### src/rtl/fnd_counter_pkg.sv
// Shared constants and helpers for the 4-digit decimal counter and its
// multiplexed common-anode 7-segment display.
package fnd_counter_pkg;

  localparam int unsigned TICK_DIV_DEFAULT = 10_000_000;
  localparam int unsigned SCAN_DIV_DEFAULT = 100_000;
  localparam int unsigned DIGIT_W          = 4;
  localparam int unsigned SEG_W            = 8;
  localparam int unsigned COM_W            = 4;
  localparam int unsigned SCAN_IDX_W       = 2;

  // Active-low segments, bit order {dp,g,f,e,d,c,b,a}; dp always off
  localparam logic [SEG_W-1:0] SEG_0     = 8'hC0;
  localparam logic [SEG_W-1:0] SEG_1     = 8'hF9;
  localparam logic [SEG_W-1:0] SEG_2     = 8'hA4;
  localparam logic [SEG_W-1:0] SEG_3     = 8'hB0;
  localparam logic [SEG_W-1:0] SEG_4     = 8'h99;
  localparam logic [SEG_W-1:0] SEG_5     = 8'h92;
  localparam logic [SEG_W-1:0] SEG_6     = 8'h82;
  localparam logic [SEG_W-1:0] SEG_7     = 8'hF8;
  localparam logic [SEG_W-1:0] SEG_8     = 8'h80;
  localparam logic [SEG_W-1:0] SEG_9     = 8'h90;
  localparam logic [SEG_W-1:0] SEG_BLANK = 8'hFF;

  // Active-low digit commons; bit0 = ones, bit3 = thousands
  localparam logic [COM_W-1:0] COM_D0 = 4'b1110;
  localparam logic [COM_W-1:0] COM_D1 = 4'b1101;
  localparam logic [COM_W-1:0] COM_D2 = 4'b1011;
  localparam logic [COM_W-1:0] COM_D3 = 4'b0111;

  typedef struct packed {
    logic [DIGIT_W-1:0] d3;
    logic [DIGIT_W-1:0] d2;
    logic [DIGIT_W-1:0] d1;
    logic [DIGIT_W-1:0] d0;
  } bcd4_t;

  function automatic logic [SEG_W-1:0] seg_decode(input logic [DIGIT_W-1:0] bcd);
    logic [SEG_W-1:0] seg;
    case (bcd)
      4'd0:    seg = SEG_0;
      4'd1:    seg = SEG_1;
      4'd2:    seg = SEG_2;
      4'd3:    seg = SEG_3;
      4'd4:    seg = SEG_4;
      4'd5:    seg = SEG_5;
      4'd6:    seg = SEG_6;
      4'd7:    seg = SEG_7;
      4'd8:    seg = SEG_8;
      4'd9:    seg = SEG_9;
      default: seg = SEG_BLANK;
    endcase
    return seg;
  endfunction

  // One decade step; anything at or above 9 rolls to 0 so 10..15 can never persist
  function automatic logic [DIGIT_W-1:0] decade_next(input logic [DIGIT_W-1:0] d,
                                                     input logic inc);
    logic [DIGIT_W-1:0] nxt;
    nxt = d;
    if (inc) begin
      nxt = (d >= 4'd9) ? 4'd0 : d + 4'd1;
    end
    return nxt;
  endfunction

  function automatic logic decade_carry(input logic [DIGIT_W-1:0] d, input logic inc);
    return inc && (d >= 4'd9);
  endfunction

endpackage

### src/rtl/fnd_controller.sv
// Digit-scan engine: cycles through four BCD digits, driving the matching
// active-low common and the decoded segment pattern.
module fnd_controller
  import fnd_counter_pkg::*;
#(
  parameter int unsigned SCAN_DIV = SCAN_DIV_DEFAULT
) (
  input  logic             clk,
  input  logic             rst_n,
  input  bcd4_t            digits,
  output logic [SEG_W-1:0] fnd_data,
  output logic [COM_W-1:0] fnd_com
);

  localparam int unsigned     SCAN_W    = (SCAN_DIV > 1) ? $clog2(SCAN_DIV) : 1;
  localparam logic [SCAN_W-1:0] SCAN_LAST = SCAN_W'(SCAN_DIV - 1);

  logic [SCAN_W-1:0]     scan_cnt_q, scan_cnt_d;
  logic [SCAN_IDX_W-1:0] scan_idx_q, scan_idx_d;
  logic                  scan_wrap;
  logic [DIGIT_W-1:0]    sel_digit;

  // Scan divider and digit index advance
  always_comb begin
    scan_wrap  = (scan_cnt_q == SCAN_LAST);
    scan_cnt_d = scan_wrap ? '0 : scan_cnt_q + SCAN_W'(1);
    scan_idx_d = scan_wrap ? scan_idx_q + SCAN_IDX_W'(1) : scan_idx_q;
  end

  always_ff @(posedge clk or negedge rst_n) begin
    if (!rst_n) begin
      scan_cnt_q <= '0;
      scan_idx_q <= '0;
    end else begin
      scan_cnt_q <= scan_cnt_d;
      scan_idx_q <= scan_idx_d;
    end
  end

  // Outputs decode straight from registers so common and segments switch together
  always_comb begin
    sel_digit = digits.d0;
    fnd_com   = COM_D0;
    case (scan_idx_q)
      2'd0: begin sel_digit = digits.d0; fnd_com = COM_D0; end
      2'd1: begin sel_digit = digits.d1; fnd_com = COM_D1; end
      2'd2: begin sel_digit = digits.d2; fnd_com = COM_D2; end
      2'd3: begin sel_digit = digits.d3; fnd_com = COM_D3; end
      default: ;
    endcase
    fnd_data = seg_decode(sel_digit);
  end

endmodule

### src/rtl/fnd_counter_top.sv
// Free-running 0000..9999 decimal counter shown on a 4-digit multiplexed
// common-anode 7-segment display.
module fnd_counter_top
  import fnd_counter_pkg::*;
#(
  parameter int unsigned TICK_DIV = TICK_DIV_DEFAULT,
  parameter int unsigned SCAN_DIV = SCAN_DIV_DEFAULT
) (
  input  logic             clk,
  input  logic             reset,
  output logic [SEG_W-1:0] fnd_data,
  output logic [COM_W-1:0] fnd_com
);

  localparam int unsigned       TICK_W    = (TICK_DIV > 1) ? $clog2(TICK_DIV) : 1;
  localparam logic [TICK_W-1:0] TICK_LAST = TICK_W'(TICK_DIV - 1);

  logic [TICK_W-1:0] tick_cnt_q, tick_cnt_d;
  logic              tick;
  bcd4_t             bcd_q, bcd_d;
  logic              carry1, carry2, carry3;

  // Tick divider: one-cycle pulse on the last count before wrap
  always_comb begin
    tick       = (tick_cnt_q == TICK_LAST);
    tick_cnt_d = tick ? '0 : tick_cnt_q + TICK_W'(1);
  end

  // Cascaded decades; all carries resolve on the same edge as the tick
  always_comb begin
    carry1   = decade_carry(bcd_q.d0, tick);
    carry2   = decade_carry(bcd_q.d1, carry1);
    carry3   = decade_carry(bcd_q.d2, carry2);
    bcd_d.d0 = decade_next(bcd_q.d0, tick);
    bcd_d.d1 = decade_next(bcd_q.d1, carry1);
    bcd_d.d2 = decade_next(bcd_q.d2, carry2);
    bcd_d.d3 = decade_next(bcd_q.d3, carry3);
  end

  always_ff @(posedge clk or negedge reset) begin
    if (!reset) begin
      tick_cnt_q <= '0;
      bcd_q      <= '0;
    end else begin
      tick_cnt_q <= tick_cnt_d;
      bcd_q      <= bcd_d;
    end
  end

  fnd_controller #(
    .SCAN_DIV (SCAN_DIV)
  ) u_fnd_controller (
    .clk      (clk),
    .rst_n    (reset),
    .digits   (bcd_q),
    .fnd_data (fnd_data),
    .fnd_com  (fnd_com)
  );

endmodule

### config.mk
export PLATFORM = sky130hd
export DESIGN_NAME = fnd_counter_top
export DESIGN_NICKNAME = d
export VERILOG_FILES = /design/src/rtl/fnd_counter_pkg.sv /design/src/rtl/fnd_controller.sv /design/src/rtl/fnd_counter_top.sv
export SDC_FILE = /design/constraint.sdc
export NUM_CORES = 1
export LEC_CHECK = 0
export ABC_CLOCK_PERIOD_IN_PS = 2600
export CORE_UTILIZATION = 40
export DETAILED_ROUTE_END_ITERATION = 8
export GPL_TIMING_DRIVEN = 0
export SLEW_MARGIN = 20
export SYNTH_ARGS = -nofsm -noshare
export SYNTH_HDL_FRONTEND = slang
export SYNTH_SLANG_ARGS = --single-unit
### constraint.sdc
create_clock -name clk -period 2.6 [get_ports clk]
set_clock_uncertainty 0.1 [all_clocks]
set_input_delay 0.65 -clock clk [delete_from_list [all_inputs] [get_ports clk]]
set_output_delay 0.65 -clock clk [all_outputs]
set_load 0.05 [all_outputs]
=== Word-level counts from Yosys, hierarchy flattened ===
Memory sizes are Yosys's and may differ from the RTL's.
Index checks and enable logic that the tools add are counted.

* Add/subtract/negate cells: 7
* Equality and inequality tests: 5
* Multiplexer cells: 8
* Order comparisons: 4
* Reduce and logical (&&, ||, !) cells: 4

{| class="wikitable"
|+ Operator list
! cell !! number
|-
| $pmux 4 s4 || 2
|-
| $add 24x1->24 const B || 1
|-
| $eq 24x24->1 const B || 1
|-
| $mux 24 || 1
|-
| $add 17x1->17 const B || 1
|-
| $eq 17x17->1 const B || 1
|-
| $mux 17 || 1
|-
| $add 4x1->4 const B || 4
|-
| $ge 4x4->1 const B || 4
|-
| $mux 4 || 4
|-
| $eq 2x2->1 const B || 2
|-
| $logic_and 1x1->1 || 3
|-
| $add 2x1->2 const B || 1
|-
| $eq 2x1->1 const B || 1
|-
| $logic_not 2->1 || 1
|}

* Output and inout port bits: 12
* Bits of input ports: 2
* Register bits after elaboration: 59
* Memory bits (read-only): 112
* Memories: 1
* Word-level logic and storage cells: 36

{| class="wikitable"
|+ Memory list
! name !! words !! width !! read ports !! clocked after memory_dff !! write ports !! RTL line !! RTL
|-
| (name not given) || 16 || 7 || 1 || 0 || 0 || fnd_counter_pkg.sv:40 || <nowiki>case (bcd)</nowiki>
|}

=== Depth between registers and ports, before layout ===
Gate-level depths: netlist of run 1.

* Depth in word-level cells: 4
* Mapped depth: 8
* Mapped depth without buffers: 8

=== Cells and area by module ===
A second synthesis of run 1 with hierarchy kept.

* Cell total of the unflattened synthesis: 327
* Area total of the unflattened synthesis: 3329.4 um^2

{| class="wikitable"
|+ Modules (own cells, without submodules)
! module !! sequential area each (um^2) !! times used !! cells an instance !! area an instance (um^2)
|-
| fnd_counter_top || 1001.0 || 1 || 206 || 2169.6
|-
| fnd_controller || 475.5 || 1 || 121 || 1159.9
|}

=== Worst setup path before layout of run 1 ===
No wires, ideal clock.

* Path type: register to output
* From: reg u_fnd_controller.scan_idx_q[0]
* To: out fnd_data[1]
* Path slack: -0.584 ns
* Arrival time: 2.434 ns
* Data required time: 1.850 ns
* Cell stages (with the launch flop): 8
* Path buffers: 0
* Cell sequence: dfrtp_1 -> inv_1 -> ha_1 -> inv_2 -> mux2i_1 -> inv_1 -> ha_1 -> o22ai_1

* Longest elaborated chain between the ends: 3
* Elaborated cells between the ends (all ways): 6
* Classes of those cells: eq/ne: 3; mux: 1; reduce/logical: 1; memory: 1

{| class="wikitable"
|+ RTL lines
! item !! RTL line !! RTL
|-
| start, declared || fnd_controller.sv:19 || <nowiki>logic [SCAN_IDX_W-1:0] scan_idx_q, scan_idx_d;</nowiki>
|-
| start signal, assigned || fnd_controller.sv:36 || <nowiki>scan_idx_q <= scan_idx_d;</nowiki>
|-
| $eq 2x2->1, or another cell as far along || fnd_controller.sv:44 || <nowiki>case (scan_idx_q)</nowiki>
|-
| $pmux 4 s4 (*) || fnd_controller.sv:44 ||
|-
| $mem_v2 16x7 (*) || n/a ||
|-
| end, declared || fnd_counter_top.sv:11 || <nowiki>output logic [SEG_W-1:0] fnd_data,</nowiki>
|}

Mark *: on every way between the ends. The rest lies on a longest branch, timed or not.

=== Final worst setup path of run 1 ===
* From: reg u_fnd_controller.scan_idx_q[1]
* To: out fnd_data[6]

Same word-level chain as after synthesis.

==> flow_summary.json, run 1 <==
{
  "synth-seq-area-share": 0.457,
  "reg2reg_depth": 6,
  "cts_tree": "yes",
  "p_clk_frac": 0.532,
  "setup_slack_ns": -0.578,
  "diodes": 0,
  "clock.fmax_mhz": 315,
  "r2r_slack_ns": 0.15,
  "power_frac_seq": 0.454,
  "final_net_count": 383,
  "max-clock-path-buffers": 2,
  "drive_gt1_frac": 0.192,
  "synth_edf_count": 0,
  "coreArea_mm2": 0.00777,
  "slowest_delay_ns": 0.46,
  "async_reset_ff_frac": 1.00,
  "port_buffers": 12,
  "tightest_slew_ns": 0.755,
  "criticalPathCategory": "flip-flop to output port",
  "clk_root_buffer_cell": "clkbuf_8",
  "whs_ns": 0.0526,
  "synth.top_cells.by_count": "dfrtp_1, nor2_1, inv_1, nand2_1, xnor2_1",
  "slew_headroom": 0.492,
  "overflow": 0,
  "p_sw_frac": 0.189,
  "arrival_ns": 2.43,
  "crit_slowest_cell": "a222oi_1",
  "htreeDepth": 3,
  "synth_top_area_frac": 0.457,
  "setup_viol": 7,
  "p_per_area_mw_per_mm2": 501,
  "synth.avg_cell_area_um2": 9.91,
  "rows": 32,
  "finalHoldViolations": 0,
  "clk_pin_slew_worst_paths_ns": 0.07,
  "required_ns": 1.85,
  "period_needed_ns": 3.18,
  "grt_first_pass_wirelength_um": 11600,
  "grt_max_degree": 49,
  "grt_pass1_vias": 2484,
  "p_leak_nw": 1.77,
  "start_util": 0.416,
  "yosysMostFrequentCell": "dfrtp_1",
  "cp-end-kind": "output port",
  "hpwl_um": 4520,
  "num_vias": 2449,
  "synth_warnings": 0,
  "wl_um": 6530,
  "cts.sinks": 59,
  "drc": 0,
  "avgRoutedWirePerCell_um": 14.0,
  "insertion_delay_ns": 0.33,
  "place_congestion": 0.762,
  "grt_util_all_layers": 0.175,
  "internal_power_mw": 1.64,
  "yosysTopAreaCell": "dfrtp_1",
  "crit_path_cell_trace": "inv_2 -> ha_2 -> a222oi_1 -> mux2i_4 -> ha_2 -> mux2i_2 -> mux2i_4 -> buf_6",
  "status": "finished, violations left",
  "synth.distinct_cells": 47,
  "netlist_instances": 326,
  "finalMaxSlewViolations": 0,
  "drtPass1Iterations": 5,
  "vdd_drop_max_mv": 0.302,
  "antenna_found_initial": 0,
  "r2r_end": "bcd_q[7]$_DFFE_PN0N_",
  "fin_tns_setup_ns": -3.67,
  "r2r_start": "tick_cnt_q[11]$_DFF_PN0_",
  "violations": "negative setup slack",
  "synth.net_count": 349,
  "die-width_um": 91.9,
  "p_switching_mw": 0.381,
  "syn_area_mm2": 0.00323,
  "io_pins": 14,
  "cts_made_buffers": 9,
  "rsz0062_at_grt": "true",
  "area_growth_pct": 24.7,
  "die_area_mm2": 0.00844,
  "ys_seq_elements": 59,
  "maxCapViolCount": 0,
  "critPathMaxFanout": 5,
  "synth-main-ff-cell": "dfrtp_1",
  "min_path_type": "input port to async pin",
  "cp-start-kind": "flip-flop",
  "pwr-share-comb": 0.014,
  "die_h_um": 91.9,
  "viasPerCell": 5.24,
  "fin_crit_sh": 1.22,
  "synthTopCellsByArea": "dfrtp_1, ha_1, xnor2_1",
  "antenna_left": 0,
  "drt_iter0_drc": 82
}
registers in the layout, indices dropped and copies added, names as in the netlist:
name and cells:
tick_cnt_q 24, u_fnd_controller.scan_cnt_q 17, bcd_q 16, u_fnd_controller.scan_idx_q 2
routing by layer:
metal	wire length (µm)	track usage	up-vias
met2	3040	0.275	42
met1	3130	0.231	1188
met3	234	0.0498	9
met5	0	0	-
met4	121	0.0638	0
li1	-	-	1210
critical path: cells and delay by family (launching register included):
| family | cells | cell delay, ns |
|---|---|---|
| buffers and inverters | 2 | 0.23 |
| adder cells (fa/ha/maj) | 2 | 0.48 |
| multiplexers | 3 | 0.51 |
| flip-flops | 1 | 0.42 |
| AO/OA/AOI/OAI | 1 | 0.46 |
layout make-up:
| cell class | count | area [µm²] |
|---|---|---|
| sequential | 59 | 1480 |
| tap | 102 | 128 |
| buffer | 5 | 25.0 |
| multi-input combinational | 238 | 1810 |
| timing repair buffer | 24 | 236 |
| inverter | 23 | 91.3 |
| clock buffer | 12 | 165 |
| fill | 708 | 3740 |
| clock inverter | 4 | 95.1 |
how the worst max path moves through the flow:
stage | from | endpoint | slack (ns) | depth (start not counted)
2_1_floorplan | u_fnd_controller.scan_idx_q[1]$_DFFE_PN0N_ | fnd_data[0] | -0.20 | 7
3_3_place_gp | reset | tick_cnt_q[15]$_DFF_PN0_ | -1.19 | 1
3_5_place_dp | u_fnd_controller.scan_idx_q[1]$_DFFE_PN0N_ | fnd_data[0] | -1.14 | 8
4_1_cts | u_fnd_controller.scan_idx_q[0]$_DFFE_PN0N_ | fnd_data[0] | -0.60 | 8
5_1_grt | u_fnd_controller.scan_idx_q[0]$_DFFE_PN0N_ | fnd_data[6] | -0.70 | 8
6_report | u_fnd_controller.scan_idx_q[1]$_DFFE_PN0N_ | fnd_data[6] | -0.58 | 8
through the flow:
stage	setup slack [ns]	area (µm²)	util	std cells	total power [mW]
after global placement	-1.19	3620	0.466	440	0.960
after global routing	-0.701	4030	0.519	467	2.10
after floorplan	-0.196	3370	-	326	0.940
after detailed placement	-1.14	3640	0.469	441	0.965
final	-0.578	4030	0.519	467	2.02
after CTS	-0.599	4030	0.519	468	2.05
power groups by stage:
stage | sequential, mW | combinational, mW | clock, mW
6_report | 0.918 | 0.0278 | 1.07
4_1_cts | 0.917 | 0.0297 | 1.10
2_1_floorplan | 0.935 | 0.00430 | 0
5_1_grt | 0.917 | 0.0327 | 1.15
3_3_place_gp | 0.935 | 0.0248 | 0
3_5_place_dp | 0.935 | 0.0297 | 0
cell usage in the layout (no fill, tap or decap), drive strengths merged, types with 4 or more instances in the layout:
master / count
a222oi: 4
ha: 21
nor2: 34
inv: 23
nor2b: 4
nand3: 18
clkbuf: 14
a21o: 4
nor4: 5
xnor2: 22
o21ai: 15
dfrtp: 59
buf: 23
a21oi: 6
nor3: 6
nand4: 13
mux2i: 10
nand2b: 5
nand2: 22
xor2: 13
cell families after synthesis:
kind of cell,count (synthesis),synth area share
xor+xnor,35,0.0948
mux,10,0.0310
other cells,1,0.00116
compound gates,45,0.0933
buf+inv,29,0.0356
fa+ha+maj,21,0.0813
flops,59,0.457
simple gates,126,0.206
what timing repair did:
| item | 4_1_cts | 5_1_grt |
|---|---|---|
| setup endpoints to repair | 16 | 20 |
| setup buffers | 11 | 0 |
| resized for setup | 63 | 2 |
| hold buffers | 0 | 0 |
| hold endpoints to repair | 0 | 0 |
| pin swaps | 8 | 3 |
No activity file was read; power rests on OpenSTA's default activity.
==> inputs of run 2 (changes only) <==
--- a/config.mk
+++ b/config.mk
@@ -5,7 +5,7 @@
 export SDC_FILE = /design/constraint.sdc
 export NUM_CORES = 1
 export LEC_CHECK = 0
-export ABC_CLOCK_PERIOD_IN_PS = 2600
+export ABC_CLOCK_PERIOD_IN_PS = 3500
 export CORE_UTILIZATION = 40
 export DETAILED_ROUTE_END_ITERATION = 8
 export GPL_TIMING_DRIVEN = 0
==> constraint.sdc (replaced) <==
create_clock -name clk -period 3.5 [get_ports clk]
set_clock_uncertainty 0.1 [all_clocks]
set_input_delay 0.35 -clock clk [delete_from_list [all_inputs] [get_ports clk]]
set_output_delay 0.35 -clock clk [all_outputs]
set_load 0.05 [all_outputs]
==> run 2 against run 1 <==
Against the previous run: the flow now finishes without violations; routed wire length is 7.2% lower; setup slack improved by 0.82 ns; count of clock-buffer cells in the layout is 1 higher; core utilization down 4.1 points; worst hold slack improved by 0.27 ns; register-to-register slack better by 0.65 ns; critical path depth is the same; design area down 7.9%.
==> flow_summary.json, run 2 (synthesized netlist as in run 1, its figures left out) <==
{
  "max-clock-path-buffers": 2,
  "diodes": 0,
  "drive_gt1_frac": 0.0758,
  "finalInstanceArea_mm2": 0.00371,
  "die-width_um": 91.9,
  "setup_viol": 0,
  "period_needed_ns": 3.26,
  "wl_um": 6070,
  "final_common_cell": "dfrtp_1",
  "start_util": 0.416,
  "clock.fmax_mhz": 307,
  "htreeDepth": 3,
  "tightest_slew_ns": 0.767,
  "clk_pin_slew_worst_paths_ns": 0.07,
  "r2r_start": "tick_cnt_q[11]$_DFF_PN0_",
  "whs_ns": 0.322,
  "cp-end-kind": "output port",
  "fin_tns_setup_ns": 0,
  "n_fill_cell": 756,
  "criticalPathCategory": "flip-flop to output port",
  "die_area_mm2": 0.00844,
  "hpwl_um": 4310,
  "rsz0062_at_grt": "false",
  "required_ns": 3.05,
  "slew_headroom": 0.484,
  "p_per_area_mw_per_mm2": 342,
  "p_leak_nw": 1.73,
  "avgRoutedWirePerCell_um": 13.2,
  "overflow": 0,
  "fin_crit_sh": 0.932,
  "drt_iter0_drc": 126,
  "finalMaxSlewViolations": 0,
  "place_congestion": 0.786,
  "die_h_um": 91.9,
  "arrival_ns": 2.81,
  "vdd_drop_max_mv": 0.112,
  "status": "complete, no violations",
  "cts.sinks": 59,
  "r2r_slack_ns": 0.80,
  "final_cell_mix": "dfrtp_1, nor2_1, inv_1, nand2_1, xnor2_1",
  "r2r_end": "bcd_q[13]$_DFFE_PN0P_",
  "maxCapViolCount": 0,
  "critPathMaxFanout": 5,
  "drtPass1Iterations": 4,
  "clk_root_buffer_cell": "clkbuf_8",
  "num_vias": 2395,
  "insertion_delay_ns": 0.34,
  "grt_util_all_layers": 0.165,
  "cts_made_buffers": 9,
  "startpoint": "u_fnd_controller.scan_idx_q[0]$_DFFE_PN0N_",
  "port_buffers": 12,
  "finalHoldViolations": 0,
  "largest_reg_flops": 24,
  "area_growth_pct": 14.8,
  "regMostFlops": "tick_cnt_q",
  "io_pins": 14,
  "rows": 32,
  "power_mw": 1.27,
  "min_path_type": "input port to async pin",
  "drc": 0,
  "coreArea_mm2": 0.00777,
  "grt_first_pass_wirelength_um": 11000,
  "grt_pass1_vias": 2334,
  "viasPerCell": 5.23,
  "grt_max_degree": 46,
  "final_net_count": 375,
  "antenna_left": 0,
  "cp-start-kind": "flip-flop",
  "reg2reg_depth": 6,
  "cts_tree": "yes",
  "placed_cell_area_mm2": 0.00350,
  "antenna_found_initial": 0,
  "top_regs": "tick_cnt_q: 24 flops, u_fnd_controller.scan_cnt_q: 17 flops, bcd_q: 16 flops"
}
[run 2: layout make-up]
| class | count | area [µm²] | area share |
|---|---|---|---|
| multi-input cells | 238 | 1640 | 0.443 |
| plain buffers | 6 | 28.8 | 0.00775 |
| clock buffers | 13 | 169 | 0.0455 |
| clock inverters | 2 | 10.0 | 0.00270 |
| well taps | 102 | 128 | 0.0344 |
| inverters | 23 | 86.3 | 0.0233 |
| repair buffers | 15 | 170 | 0.0459 |
| flip-flops and latches | 59 | 1480 | 0.398 |
[run 2: power breakdown]
group | switching [mW] | internal (mW) | leakage, nW
combinational | 0.0162 | 0.00544 | 0.840
sequential | 0 | 0.682 | 0.796
clock | 0.258 | 0.309 | 0.0953
total | 0.274 | 0.996 | 1.73
[run 2: worst max-delay path by stage]
| stage | endpoint | slack (ns) | depth (start not counted) |
|---|---|---|---|
| 2_1_floorplan | fnd_data[1] | 0.62 | 7 |
| 3_3_place_gp | u_fnd_controller.scan_cnt_q[15]$_DFF_PN0_ | 0.04 | 1 |
| 3_5_place_dp | fnd_data[3] | 0.03 | 8 |
| 4_1_cts | fnd_data[6] | 0.01 | 7 |
| 5_1_grt | fnd_data[2] | 0.1 | 9 |
| 6_report | fnd_data[1] | 0.24 | 8 |
[run 2: worst max-delay path, cell delays in order (launching register included)]
cell and delay (ns):
dfrtp_1 0.37, inv_1 0.10, ha_1 0.28, a222oi_1 0.42, mux2i_1 0.23, inv_1 0.12
ha_1 0.25, o22ai_1 0.16, dlygate4sd2_1 0.54
[run 2: repair_timing]
item | in CTS | in global routing
buffers inserted | 0 | 1
hold endpoints to repair | 14 | 0
endpoints found under the setup margin | 4 | 5
hold buffers | 1 | 0
gates resized for setup | 8 | 4
[run 2: layer usage]
| layer | global-route usage | routed length [µm] |
|---|---|---|
| met3 | 0.0282 | 147 |
| met1 | 0.219 | 2970 |
| met2 | 0.256 | 2820 |
| met5 | 0 | 0 |
| met4 | 0.0938 | 135 |
[run 2: per-stage QoR]
step	std cells	util	setup WS, ns
after floorplan	326	-	0.616
after global placement	440	0.448	0.0396
final	458	0.478	0.238
after detailed placement	441	0.451	0.0319
after global routing	458	0.478	0.0962
after CTS	457	0.476	0.0131
==> inputs of run 3 (changes only) <==
--- a/config.mk
+++ b/config.mk
@@ -6,9 +6,13 @@
 export NUM_CORES = 1
 export LEC_CHECK = 0
 export ABC_CLOCK_PERIOD_IN_PS = 3500
+export CAP_MARGIN = 15
+export CELL_PAD_IN_SITES_DETAIL_PLACEMENT = 1
+export CELL_PAD_IN_SITES_GLOBAL_PLACEMENT = 1
 export CORE_UTILIZATION = 40
 export DETAILED_ROUTE_END_ITERATION = 8
 export GPL_TIMING_DRIVEN = 0
+export PLACE_DENSITY_LB_ADDON = 0.1
 export SLEW_MARGIN = 20
 export SYNTH_ARGS = -nofsm -noshare
 export SYNTH_HDL_FRONTEND = slang
==> run 3 against run 2 <==
Against the previous run: sequential share of layout area fell by 0.66 points; worst hold slack got worse by 0.059 ns; global-route usage is 2.5 points higher; core utilization is 0.81 points higher; setup slack is essentially flat; highest routed layer unchanged; combinational power about the same; routed wire length up 19%; final cell count rose by 0.22%; fmax hardly changed.
==> flow_summary.json, run 3 (synthesized netlist as in run 1, its figures left out) <==
{
  "grt_pass1_vias": 2543,
  "final_common_cell": "dfrtp_1",
  "area_growth_pct": 16.8,
  "clock.fmax_mhz": 307,
  "regMostFlops": "tick_cnt_q",
  "diodes": 0,
  "slew_headroom": 0.401,
  "placedCellCount": 441,
  "cp-end-kind": "output port",
  "coreArea_mm2": 0.00777,
  "wl_um": 7190,
  "finalInstanceArea_mm2": 0.00377,
  "drt_iter0_drc": 111,
  "insertion_delay_ns": 0.34,
  "top_regs": "tick_cnt_q: 24 flops, u_fnd_controller.scan_cnt_q: 17 flops, bcd_q: 16 flops",
  "viasPerCell": 5.36,
  "setup_viol": 0,
  "final_net_count": 375,
  "io_pins": 14,
  "fin_crit_sh": 0.932,
  "grt_first_pass_wirelength_um": 12400,
  "final_cell_mix": "dfrtp_1, nor2_1, inv_1, nand2_1, xnor2_1",
  "drtPass1Iterations": 5,
  "port_buffers": 12,
  "rsz0062_at_grt": "false",
  "critPathMaxFanout": 8,
  "drive_gt1_frac": 0.0784,
  "placed_cell_area_mm2": 0.00350,
  "period_needed_ns": 3.26,
  "status": "complete, no violations",
  "antenna_found_initial": 0,
  "cts_made_buffers": 9,
  "cts_tree": "yes",
  "drc": 0,
  "clk_root_buffer_cell": "clkbuf_8",
  "vdd_drop_max_mv": 0.176,
  "die_h_um": 91.9,
  "max-clock-path-buffers": 2,
  "finalHoldViolations": 0,
  "required_ns": 3.05,
  "die_area_mm2": 0.00844,
  "num_vias": 2458,
  "p_per_area_mw_per_mm2": 391,
  "finalCoreUtilization": 0.486,
  "start_util": 0.416,
  "die-width_um": 91.9,
  "clk_pin_slew_worst_paths_ns": 0.07,
  "arrival_ns": 2.81,
  "overflow": 0,
  "finalMaxSlewViolations": 0,
  "place_congestion": 0.776,
  "tightest_slew_ns": 0.890,
  "power_mw": 1.47,
  "p_leak_nw": 1.77,
  "cp-start-kind": "flip-flop",
  "cts.sinks": 59,
  "htreeDepth": 3,
  "criticalPathCategory": "flip-flop to output port",
  "avgRoutedWirePerCell_um": 15.7,
  "hpwl_um": 5080,
  "largest_reg_flops": 24,
  "rows": 32,
  "antenna_left": 0,
  "maxCapViolCount": 0,
  "min_path_type": "input port to async pin",
  "grt_max_degree": 55,
  "whs_ns": 0.263,
  "stdcell_count": 459,
  "grt_util_all_layers": 0.191
}
-- run 3: cell type report --
cell class | count | area (µm²)
Buffer | 6 | 28.8
Clock buffer | 11 | 141
Clock inverter | 5 | 100
Fill cell | 891 | 3990
Inverter | 23 | 86.3
Multi-Input combinational cell | 238 | 1640
Sequential cell | 59 | 1480
Tap cell | 102 | 128
Timing Repair Buffer | 15 | 170
-- run 3: power by group --
part	switching [mW]	leakage, nW	internal (mW)
Sequential	0	0.796	0.682
Combinational	0.0164	0.852	0.00547
Clock	0.280	0.123	0.491
-- run 3: worst max-delay path, cell delays in order, from the launching register on --
cell	delay, ns
dfrtp_1	0.40
inv_1	0.10
ha_1	0.25
inv_2	0.16
mux2i_1	0.39
inv_1	0.12
ha_1	0.33
o22ai_1	0.17
dlygate4sd2_1	0.55
-- run 3: worst paths after layout --
kind,start,end,slack [ns],cells past startpoint
max,u_fnd_controller.scan_idx_q[0]$_DFFE_PN0N_,fnd_data[1],0.24,8
min,reset,tick_cnt_q[1]$_DFF_PN0_,0.26,2
max reg2reg,tick_cnt_q[11]$_DFF_PN0_,bcd_q[13]$_DFFE_PN0P_,0.78,6
min reg2reg,u_fnd_controller.scan_cnt_q[0]$_DFF_PN0_,u_fnd_controller.scan_cnt_q[0]$_DFF_PN0_,0.39,1
max in group asynchronous,reset,u_fnd_controller.scan_cnt_q[6]$_DFF_PN0_,2.55,3
min in group clk,u_fnd_controller.scan_cnt_q[0]$_DFF_PN0_,u_fnd_controller.scan_cnt_q[0]$_DFF_PN0_,0.39,1
-- run 3: what timing repair did --
item | in CTS | in global routing
pin swaps | 1 | 0
buffers inserted | 1 | 0
gates resized for setup | 8 | 4
hold buffers | 1 | 0
hold endpoints to repair | 59 | 0
setup endpoints to repair | 6 | 5
-- run 3: metal layers --
layer	global-route usage	share of wire	vias up
met5	0	0	-
met4	0.0885	0.016	0
met3	0.0357	0.024	10
met2	0.307	0.47	33
met1	0.248	0.49	1216
li1	-	-	1199
-- run 3: per-stage QoR --
step                TNS, ns  setup slack [ns]
floorplan                 0             0.616
CTS                       0            0.0303
global placement      -1.42           -0.0294
finish                    0             0.238
global route              0           0.00864
detailed placement   -0.160           -0.0850
